==> config.mk <==
export PLATFORM = sky130hd
export DESIGN_NAME = svm_scheduler
export DESIGN_NICKNAME = d
export VERILOG_FILES = /design/src/rtl/svm_scheduler.sv
export SDC_FILE = /design/constraint.sdc
export NUM_CORES = 1
export LEC_CHECK = 0
export BUFFER_PORTS_ARGS = -buffer_cell sky130_fd_sc_hd__buf_2
export CAP_MARGIN = 20
export CORE_ASPECT_RATIO = 1.1
export CORE_MARGIN = 2
export CORE_UTILIZATION = 40
export DETAILED_ROUTE_END_ITERATION = 10
export GPL_TIMING_DRIVEN = 0
export PLACE_DENSITY = 0.7
export SYNTH_ARGS = -nofsm -noshare
export SYNTH_HDL_FRONTEND = slang
export SYNTH_SLANG_ARGS = --single-unit
export TNS_END_PERCENT = 30
==> constraint.sdc <==
create_clock -name clk -period 3.2 [get_ports clk]
set_clock_uncertainty 0.2 [all_clocks]
set_input_delay 0.64 -clock clk [delete_from_list [all_inputs] [get_ports clk]]
set_output_delay 0.64 -clock clk [all_outputs]
set_load 0.01 [all_outputs]
==> src/rtl/svm_scheduler.sv <==
// Fall-detection SVM scheduler: collects a frame of feature words, launches the SVM core,
// waits for its verdict with a timeout, and filters verdicts into a confirmed-fall alarm.
module svm_scheduler #(
  parameter int unsigned N_FEAT      = 7,
  parameter int unsigned CONFIRM_CNT = 2,
  parameter int unsigned TIMEOUT_CYC = 1024
) (
  input  logic        clk,
  input  logic        reset,
  input  logic        feat_valid,
  input  logic [15:0] feat_data,
  input  logic        feat_last,
  output logic        feat_ready,
  output logic        svm_start,
  output logic [15:0] svm_feature_0,
  output logic [15:0] svm_feature_1,
  output logic [15:0] svm_feature_2,
  output logic [15:0] svm_feature_3,
  output logic [15:0] svm_feature_4,
  output logic [15:0] svm_feature_5,
  output logic [15:0] svm_feature_6,
  input  logic        svm_done,
  input  logic        svm_fall,
  output logic        result_valid,
  output logic        result_fall,
  output logic        alarm,
  input  logic        alarm_clear,
  output logic        frame_error,
  output logic        timeout,
  output logic [15:0] frame_count
);

  localparam int unsigned IDX_W = (N_FEAT > 1) ? $clog2(N_FEAT) : 1;
  localparam int unsigned TMR_W = (TIMEOUT_CYC > 1) ? $clog2(TIMEOUT_CYC) : 1;
  localparam int unsigned CNF_W = (CONFIRM_CNT > 0) ? $clog2(CONFIRM_CNT + 1) : 1;
  localparam int unsigned N_OUT = 7;

  localparam logic [IDX_W-1:0] IDX_LAST = IDX_W'(N_FEAT - 1);
  localparam logic [TMR_W-1:0] TMR_LAST = TMR_W'(TIMEOUT_CYC - 1);
  localparam logic [CNF_W-1:0] CNF_MAX  = CNF_W'(CONFIRM_CNT);

  typedef enum logic [1:0] {
    ST_COLLECT = 2'd0,
    ST_LAUNCH  = 2'd1,
    ST_WAIT    = 2'd2,
    ST_REPORT  = 2'd3
  } state_t;

  state_t           state_q;
  state_t           state_d;
  logic [IDX_W-1:0] idx_q;
  logic [TMR_W-1:0] timer_q;
  logic [CNF_W-1:0] conf_q;
  logic [CNF_W-1:0] conf_d_c;
  logic [15:0]      slot_q [N_FEAT];
  logic [15:0]      feat_out_c [N_OUT];

  logic accept_c;
  logic at_last_c;
  logic frame_ok_c;
  logic frame_bad_c;
  logic done_hit_c;
  logic tmo_hit_c;
  logic alarm_set_c;

  // Frame framing: a frame is good only if last coincides with the final slot
  assign accept_c    = feat_valid & feat_ready & (state_q == ST_COLLECT);
  assign at_last_c   = (idx_q == IDX_LAST);
  assign frame_ok_c  = accept_c & at_last_c & feat_last;
  assign frame_bad_c = accept_c & (at_last_c ^ feat_last);

  // Completion wins over timeout on the final wait cycle
  assign done_hit_c = (state_q == ST_WAIT) & svm_done;
  assign tmo_hit_c  = (state_q == ST_WAIT) & ~svm_done & (timer_q == TMR_LAST);

  always_ff @(posedge clk) begin
    if (reset) begin
      state_q <= ST_COLLECT;
    end else begin
      state_q <= state_d;
    end
  end

  always_comb begin
    state_d     = state_q;
    conf_d_c    = conf_q;
    alarm_set_c = 1'b0;
    case (state_q)
      ST_COLLECT: if (frame_ok_c) state_d = ST_LAUNCH;
      ST_LAUNCH:  state_d = ST_WAIT;
      ST_WAIT: begin
        if (done_hit_c) begin
          state_d = ST_REPORT;
        end else if (tmo_hit_c) begin
          state_d = ST_COLLECT;
        end
      end
      ST_REPORT: begin
        state_d = ST_COLLECT;
        if (result_fall) begin
          conf_d_c    = (conf_q == CNF_MAX) ? conf_q : conf_q + CNF_W'(1);
          alarm_set_c = (conf_d_c == CNF_MAX);
        end else begin
          conf_d_c = '0;
        end
      end
      default: state_d = ST_COLLECT;
    endcase
  end

  // Handshake and status outputs are registered from the next state
  always_ff @(posedge clk) begin
    if (reset) begin
      feat_ready   <= 1'b0;
      svm_start    <= 1'b0;
      result_valid <= 1'b0;
      result_fall  <= 1'b0;
      frame_error  <= 1'b0;
      timeout      <= 1'b0;
      alarm        <= 1'b0;
      frame_count  <= '0;
      idx_q        <= '0;
      timer_q      <= '0;
      conf_q       <= '0;
    end else begin
      feat_ready   <= (state_d == ST_COLLECT);
      svm_start    <= (state_d == ST_LAUNCH);
      result_valid <= done_hit_c;
      frame_error  <= frame_bad_c;
      timeout      <= tmo_hit_c;

      if (accept_c) begin
        idx_q <= (frame_ok_c || frame_bad_c) ? '0 : idx_q + IDX_W'(1);
      end

      if (state_q == ST_LAUNCH) begin
        timer_q <= '0;
      end else if (state_q == ST_WAIT) begin
        timer_q <= timer_q + TMR_W'(1);
      end

      if (done_hit_c) begin
        result_fall <= svm_fall;
      end

      if (state_q == ST_REPORT) begin
        conf_q      <= conf_d_c;
        frame_count <= frame_count + 16'd1;
      end else if (tmo_hit_c) begin
        conf_q <= '0;
      end

      if (alarm_set_c) begin
        alarm <= 1'b1;
      end else if (alarm_clear) begin
        alarm <= 1'b0;
      end
    end
  end

  // Slots only change while collecting, so they hold steady for the whole SVM run
  always_ff @(posedge clk) begin
    if (reset) begin
      for (int unsigned k = 0; k < N_FEAT; k++) begin
        slot_q[k] <= '0;
      end
    end else if (accept_c) begin
      slot_q[idx_q] <= feat_data;
    end
  end

  for (genvar g = 0; g < N_OUT; g++) begin : g_feat_out
    if (g < N_FEAT) begin : g_used
      assign feat_out_c[g] = slot_q[g];
    end else begin : g_unused
      assign feat_out_c[g] = '0;
    end
  end

  assign svm_feature_0 = feat_out_c[0];
  assign svm_feature_1 = feat_out_c[1];
  assign svm_feature_2 = feat_out_c[2];
  assign svm_feature_3 = feat_out_c[3];
  assign svm_feature_4 = feat_out_c[4];
  assign svm_feature_5 = feat_out_c[5];
  assign svm_feature_6 = feat_out_c[6];

endmodule

==> metrics.log, run 1 <==
INFO  metric outcome = completed
INFO  metric timing.slew.headroom = 0.507
INFO  metric kind_of_path_behind_the_tightest_hold_check = reg -> reg
INFO  metric share_of_the_synthesized_netlist_area_taken_by_xor_and_xnor_gates = 0.0290
INFO  metric cts_hold_buf = 0
INFO  metric hold_slack = 256 ps
INFO  metric worst-path-max-fanout = 16
INFO  metric maximum_number_of_pins_on_one_net_before_global_route_repair = 17
INFO  metric tritoncts.num_buffers = 17
INFO  metric tightest_slew = 738 ps
INFO  metric period_share = 0.853
INFO  metric p_per_area = 572 nW/µm²
INFO  metric maxSlewViolCount = 0
INFO  metric floorplan.initialDensity = 0.413
INFO  metric ir_worst_vdd = 0.281 mV
INFO  metric grt.overflow.total = 0
INFO  metric crit_path_start_kind = flip-flop
INFO  metric dieArea = 15300 µm²
INFO  metric mappedNetlistArea = 5740 µm²
INFO  metric detail_route.first_pass.iterations = 5
INFO  metric rsz_0062_raised_after_global_routing = false
INFO  metric path_clk_slew = 60 ps
INFO  metric placed_cells_incl_taps = 845
INFO  metric diodes = 0
INFO  metric synthCells = 500
INFO  metric core = 13900 µm²
INFO  metric drc = 0
INFO  metric mappedNetlistNets = 528
INFO  metric buffer_ports.inserted = 157
INFO  metric gr-usage-all-layers = 0.176
INFO  metric critical_setup_path_class = reg -> reg
INFO  metric worst-endpoint-required = 2990 ps
INFO  metric setup-tns-final = 0 ps
INFO  metric yosysUniqueCellTypes = 40
INFO  metric io_pins = 158
INFO  metric final_cell_mix = buf_2 (163), nor2_1 (108), edfxtp_1 (96)
INFO  metric share_of_synthesized_area_occupied_by_flip_flops_and_latches = 0.698
INFO  metric finalCriticalPeriod = 2730 ps
INFO  metric avgSynthCellArea = 11.5 µm²
INFO  metric share_of_layout_cells_above_drive_strength_1 = 0.293
INFO  metric synthAdderAreaFrac = 0.0109
INFO  metric setup_violations = 0
INFO  metric clock_latency = 410 ps
INFO  metric max_clock_freq = 366 MHz
INFO  metric antenna_left = 0
INFO  metric tritoncts = yes
INFO  metric max_cap_viol_count = 0
INFO  metric drt_first_iter_violations = 276
INFO  metric yosysWarningCount = 0
INFO  metric synth.ff_latch_count = 152
INFO  metric post_drt_via_cell_ratio = 4.72
INFO  metric antenna_found_initial = 0
INFO  metric routed_vias = 4129
INFO  metric placementRows = 45
INFO  metric worst_setup_path_end_kind = flip-flop
INFO  metric clock_tree.root_cell = clkbuf_16
INFO  metric routed_wirelength = 13000 µm
INFO  metric cts_resized = 0
INFO  metric synth_top_family_by_area = simple AND/OR/NAND/NOR gates
INFO  metric vias_in_the_first_global_route = 4103
INFO  metric clk_path_buf_depth = 2
INFO  metric leakagePower = 3.11 nW
INFO  metric drt-wirelength-per-cell = 14.9 µm
INFO  metric synth_mux_area_frac = 0.00567
INFO  metric synth-simple-area-share = 0.194
INFO  metric area_fraction_in_compound_gates_after_synthesis = 0.0318
INFO  metric report.final.hold_viol_count = 0
INFO  metric clock_sinks = 152
INFO  metric stdcell_count = 875
INFO  metric final_replace_weighted_congestion = 0.792
INFO  metric dp_hpwl = 9680 µm
INFO  metric most_common_library_cell_in_the_layout_ignoring_fill_and_taps = buf_2
INFO  metric grt_first_pass_wirelength = 21000 µm
INFO  metric worstPathArrival = 2520 ps
INFO  metric floorplan.die.height = 130 µm
INFO  metric cts_max_level = 4
INFO  metric final_net_count = 704
INFO  metric buffer_count_from_post_cts_setup_fixing = 0
INFO  metric dieWidth = 118 µm
INFO  metric area_delta_synth_final = 27.5%
==> synthesized netlist by cell type <==
master,instances,area (µm²)
nand2_1,69,259
nor2_1,108,405
dfxtp_1,56,1120
nand3b_1,1,7.51
a21oi_1,28,140
buf_2,6,30.0
or2_2,1,6.26
nor3b_2,1,12.5
xor2_1,11,96.3
o21ai_0,7,35.0
xnor2_1,8,70.1
inv_1,21,78.8
and4bb_2,1,12.5
edfxtp_1,96,2880
or3_1,4,25.0
nand4bb_1,1,11.3
nand4b_1,2,17.5
buf_4,1,7.51
nand2b_1,2,12.5
nor3b_1,1,7.51
and2_1,3,18.8
a21o_1,1,7.51
mux2i_1,1,10.0
and2b_1,1,7.51
nand4_1,11,68.8
mux2_2,2,22.5
and3_1,3,18.8
clkbuf_1,12,45.0
nand3_1,14,70.1
and4_1,3,26.3
buf_6,1,11.3
and3b_1,1,8.76
nor2b_1,4,25.0
nand3_2,1,10.0
nand3b_4,1,20.0
buf_1,1,3.75
or4_4,1,11.3
ha_1,5,62.6
nor3_1,8,40.0
nor3_2,1,10.0
==> area by class of cell <==
class | instances | area (µm²)
clock inverters | 12 | 130
multi-input cells | 306 | 1560
fillers | 1242 | 6590
repair buffers | 157 | 786
well taps | 188 | 235
inverters | 21 | 78.8
flip-flops and latches | 152 | 4000
clock buffers | 18 | 429
plain buffers | 21 | 97.6
==> worst paths after layout <==
kind / startpoint / end / slack [ps] / depth (start not counted)
min reg2reg: slot_q[6][15] / slot_q[6][15] / 260 / 2
max reg2reg: state_q[0] / slot_q[0][14] / 470 / 6
min: slot_q[6][15] / slot_q[6][15] / 260 / 2
max: state_q[0] / slot_q[0][14] / 470 / 6
==> worst max-delay path, cell delays in order, from the launching register on <==
cell and delay (ps):
dfxtp_1 370, nand4bb_1 140, clkbuf_1 300, nor3_2 90, nand2_1 280, clkbuf_1 400, nand2_1 520
==> state kept, by name (all words and copies together) (netlist names) <==
register	cells
idx_q	3
result_fall	1
timeout	1
timer_q	10
feat_ready	1
slot_q	112
frame_count	16
state_q	2
result_valid	1
frame_error	1
svm_start	1
alarm	1
conf_q	2
==> layer usage <==
metal,wire length [µm],track usage,up-vias
met1,5640,0.217,1931
li1,-,-,2051
met2,6260,0.293,138
met4,66,0.0489,0
met3,1050,0.0647,9
met5,0,0,-
==> through the flow <==
stage	setup WS (ps)	power (W)	instance area, µm²	util
floorplan	751	0.00226	5740	-
global placement	185	0.00235	6760	0.486
detailed placement	102	0.00236	6760	0.486
CTS	418	0.00423	7320	0.526
global route	193	0.00432	7320	0.526
finish	471	0.00419	7320	0.526
==> power by group <==
group	internal (W)	switching [W]	leakage (nW)	total, W
Combinational	0.0000511	0.000115	1.40	0.000166
Clock	0.00114	0.000741	0.263	0.00188
Sequential	0.00213	0.0000158	1.45	0.00214
Total	0.00332	0.000872	3.11	0.00419
==> cells by family (layout without fill, tap and decap cells) <==
kind of cell,count (synthesis),count (layout)
AO/OA/AOI/OAI,36,36
XOR/XNOR,19,19
adder cells (fa/ha/maj),5,5
buffers and inverters,42,229
flip-flops,152,152
multiplexers,3,3
AND/OR/NAND/NOR,243,243
Note: power is estimated with default switching activity, not from simulation.
==> run 2, diff against run 1 <==
- RECOVER_POWER: unset -> 50
==> run 2 against run 1 <==
Via count up 1.1%. Cell count stayed put. Total power is 0.11% lower. Sequential share of layout area increased by 1.5 points. Combinational power is 7% lower. Clock power hardly changed. Critical path type unchanged.
==> metrics.log, run 2 (same netlist as run 1, synthesis figures left out) <==
INFO  metric clock_tree.root_cell = clkbuf_16
INFO  metric report.final.hold_viol_count = 0 (unchanged)
INFO  metric share_seq_of_total_power = 0.513 (about the same)
INFO  metric ir_worst_vdd = 0.281 mV (about the same)
INFO  metric layout.filler_cells = 1321 (+6.4%)
INFO  metric setup_ws = 448 ps (-23.6 ps)
INFO  metric core = 13900 µm² (unchanged)
INFO  metric finalCriticalPeriod = 2750 ps (+23.6 ps)
INFO  metric routed_vias = 4175 (+1.1%)
INFO  metric switching_portion_of_total_power = 0.210 (+0.00216)
INFO  metric leakagePower = 2.57 nW (-18%)
INFO  metric area_delta_synth_final = 24.2%
INFO  metric tightest_slew = 736 ps (-2.36 ps)
INFO  metric worst-endpoint-required = 2990 ps (about the same)
INFO  metric io_pins = 158 (unchanged)
INFO  metric grt.overflow.total = 0 (unchanged)
INFO  metric rsz_0062_raised_after_global_routing = false
INFO  metric tritoncts.num_buffers = 17 (unchanged)
INFO  metric vias_in_the_first_global_route = 4103 (unchanged)
INFO  metric max_cap_viol_count = 0 (unchanged)
INFO  metric final_replace_weighted_congestion = 0.792 (unchanged)
INFO  metric power_frac_comb = 0.037 (-0.003)
INFO  metric buffer_count_from_post_cts_setup_fixing = 0 (unchanged)
INFO  metric worst-path-max-fanout = 16 (unchanged)
INFO  metric clk_path_buf_depth = 2 (unchanged)
INFO  metric floorplan.die.height = 130 µm (unchanged)
INFO  metric setup.reg_to_reg.worst_slack = 450 ps (-20 ps)
INFO  metric floorplan.initialDensity = 0.413 (unchanged)
INFO  metric worst_setup_path_end_kind = flip-flop
INFO  metric drt_first_iter_violations = 244 (-12%)
INFO  metric final_net_count = 704 (unchanged)
INFO  metric drc = 0 (unchanged)
INFO  metric kind_of_path_behind_the_tightest_hold_check = reg -> reg
INFO  metric path_clk_slew = 60 ps (about the same)
INFO  metric top_regs = slot_q (112), frame_count (16), timer_q (10)
INFO  metric placementRows = 45 (unchanged)
INFO  metric critical_setup_path_class = reg -> reg
INFO  metric clock_sinks = 152 (unchanged)
INFO  metric clock_power_share = 0.450 (+0.002)
INFO  metric ff2ff_path_depth = 6 (unchanged)
INFO  metric final_cell_mix = clkbuf_1 (152), nor2_1 (108), edfxtp_1 (96)
INFO  metric setup-tns-final = 0 ps (unchanged)
INFO  metric post_drt_via_cell_ratio = 4.77 (+1.1%)
INFO  metric max_clock_freq = 363 MHz (-0.86%)
INFO  metric critPathLaunch = state_q[0]
INFO  metric outcome = completed
INFO  metric capturing_element_of_the_worst_setup_path = slot_q[0][5]
INFO  metric worstHoldStart = slot_q[6][15]
INFO  metric design_internal_power = 0.00330 W (-0.39%)
INFO  metric cts_hold_buf = 0 (unchanged)
INFO  metric dieWidth = 118 µm (unchanged)
INFO  metric antenna_left = 0 (unchanged)
INFO  metric net-switching-power = 0.000880 W (+0.92%)
INFO  metric worstReg2RegEnd = slot_q[0][5]
INFO  metric p_per_area = 587 nW/µm² (+2.6%)
INFO  metric maxSlewViolCount = 0 (unchanged)
INFO  metric diodes = 0 (unchanged)
INFO  metric buffer_ports.inserted = 157 (unchanged)
INFO  metric cts_max_level = 4 (unchanged)
INFO  metric gr-usage-all-layers = 0.176 (unchanged)
INFO  metric place_worst_setup_slack = 102 ps (unchanged)
INFO  metric antenna_found_initial = 0 (unchanged)
INFO  metric worstReg2RegStart = state_q[0]
INFO  metric period_share = 0.860 (+0.00736)
INFO  metric grt_first_pass_wirelength = 21000 µm (unchanged)
INFO  metric dp_hpwl = 9680 µm (unchanged)
INFO  metric clock_latency = 410 ps (about the same)
INFO  metric share_of_layout_cells_above_drive_strength_1 = 0.0873 (-0.205)
INFO  metric worstPathArrival = 2540 ps (+20 ps)
INFO  metric drt-wirelength-per-cell = 15.1 µm (+1.2%)
INFO  metric crit_path_start_kind = flip-flop
INFO  metric maximum_number_of_pins_on_one_net_before_global_route_repair = 17 (unchanged)
INFO  metric largest_reg_flops = 112 (unchanged)
INFO  metric routed_wirelength = 13200 µm (+1.2%)
INFO  metric setup_violations = 0 (unchanged)
INFO  metric timing.slew.headroom = 0.508 (+0.00157)
INFO  metric cts_resized = 0 (unchanged)
INFO  metric largest_register = slot_q
INFO  metric dieArea = 15300 µm² (unchanged)
INFO  metric tritoncts = yes
INFO  metric most_common_library_cell_in_the_layout_ignoring_fill_and_taps = clkbuf_1
INFO  metric detail_route.first_pass.iterations = 5 (unchanged)
## run 2: cell count changes in the layout (fill, tap and decap cells not counted), sizes merged
cell,change
buf,-139
clkbuf,+139
## run 2: final cells by class
type	instances	area, µm²	share of cell area
inverter	21	78.8	0.0111
sequential	152	4000	0.562
multi-input combinational	306	1540	0.216
tap	188	235	0.0330
clock inverter	12	130	0.0183
buffer	21	92.6	0.0130
clock buffer	18	429	0.0602
timing repair buffer	157	616	0.0864
## run 2: power groups by stage
| stage | combinational [W] | clock [W] | sequential (W) |
|---|---|---|---|
| finish | 0.000154 | 0.00188 | 0.00215 |
| detailed placement | 0.000169 | 0 | 0.00219 |
| global placement | 0.000166 | 0 | 0.00218 |
| global route | 0.000170 | 0.00199 | 0.00215 |
| CTS | 0.000169 | 0.00192 | 0.00214 |
| floorplan | 0.0000525 | 0 | 0.00221 |
## run 2: critical path, cell delays in order (launching register included)
cell       delay (ps)
dfxtp_1           370
nand4bb_1         140
clkbuf_1          300
nor3_2             90
nand2_1           270
clkbuf_1          410
nand2_1           540
## run 2: metrics by stage
stage / power, W / std cells / util / cell area (µm²) / hold slack, ps
final: 0.00418 / 875 / 0.512 / 7130 / 259
after floorplan: 0.00226 / 500 / - / 5740 / 248
after global routing: 0.00431 / 875 / 0.512 / 7130 / 278
after detailed placement: 0.00236 / 845 / 0.486 / 6760 / 247
after CTS: 0.00423 / 875 / 0.526 / 7320 / 257
after global placement: 0.00235 / 845 / 0.486 / 6760 / 242
## run 2: worst min-delay path by stage
stage                    endpoint  slack, ps  depth (start not counted)
detailed placement  slot_q[6][15]        250                          2
floorplan               conf_q[0]        250                          2
CTS                  slot_q[6][8]        260                          2
global route          result_fall        280                          3
finish              slot_q[6][15]        260                          2
global placement     slot_q[6][1]        240                          2
## run 2: per-layer routing
metal	global-route usage	routed length, µm	share of wire
met2	0.293	6230	0.47
met5	0	0	0
met4	0.0489	103	0.0078
met1	0.217	5730	0.44
met3	0.0647	1110	0.084
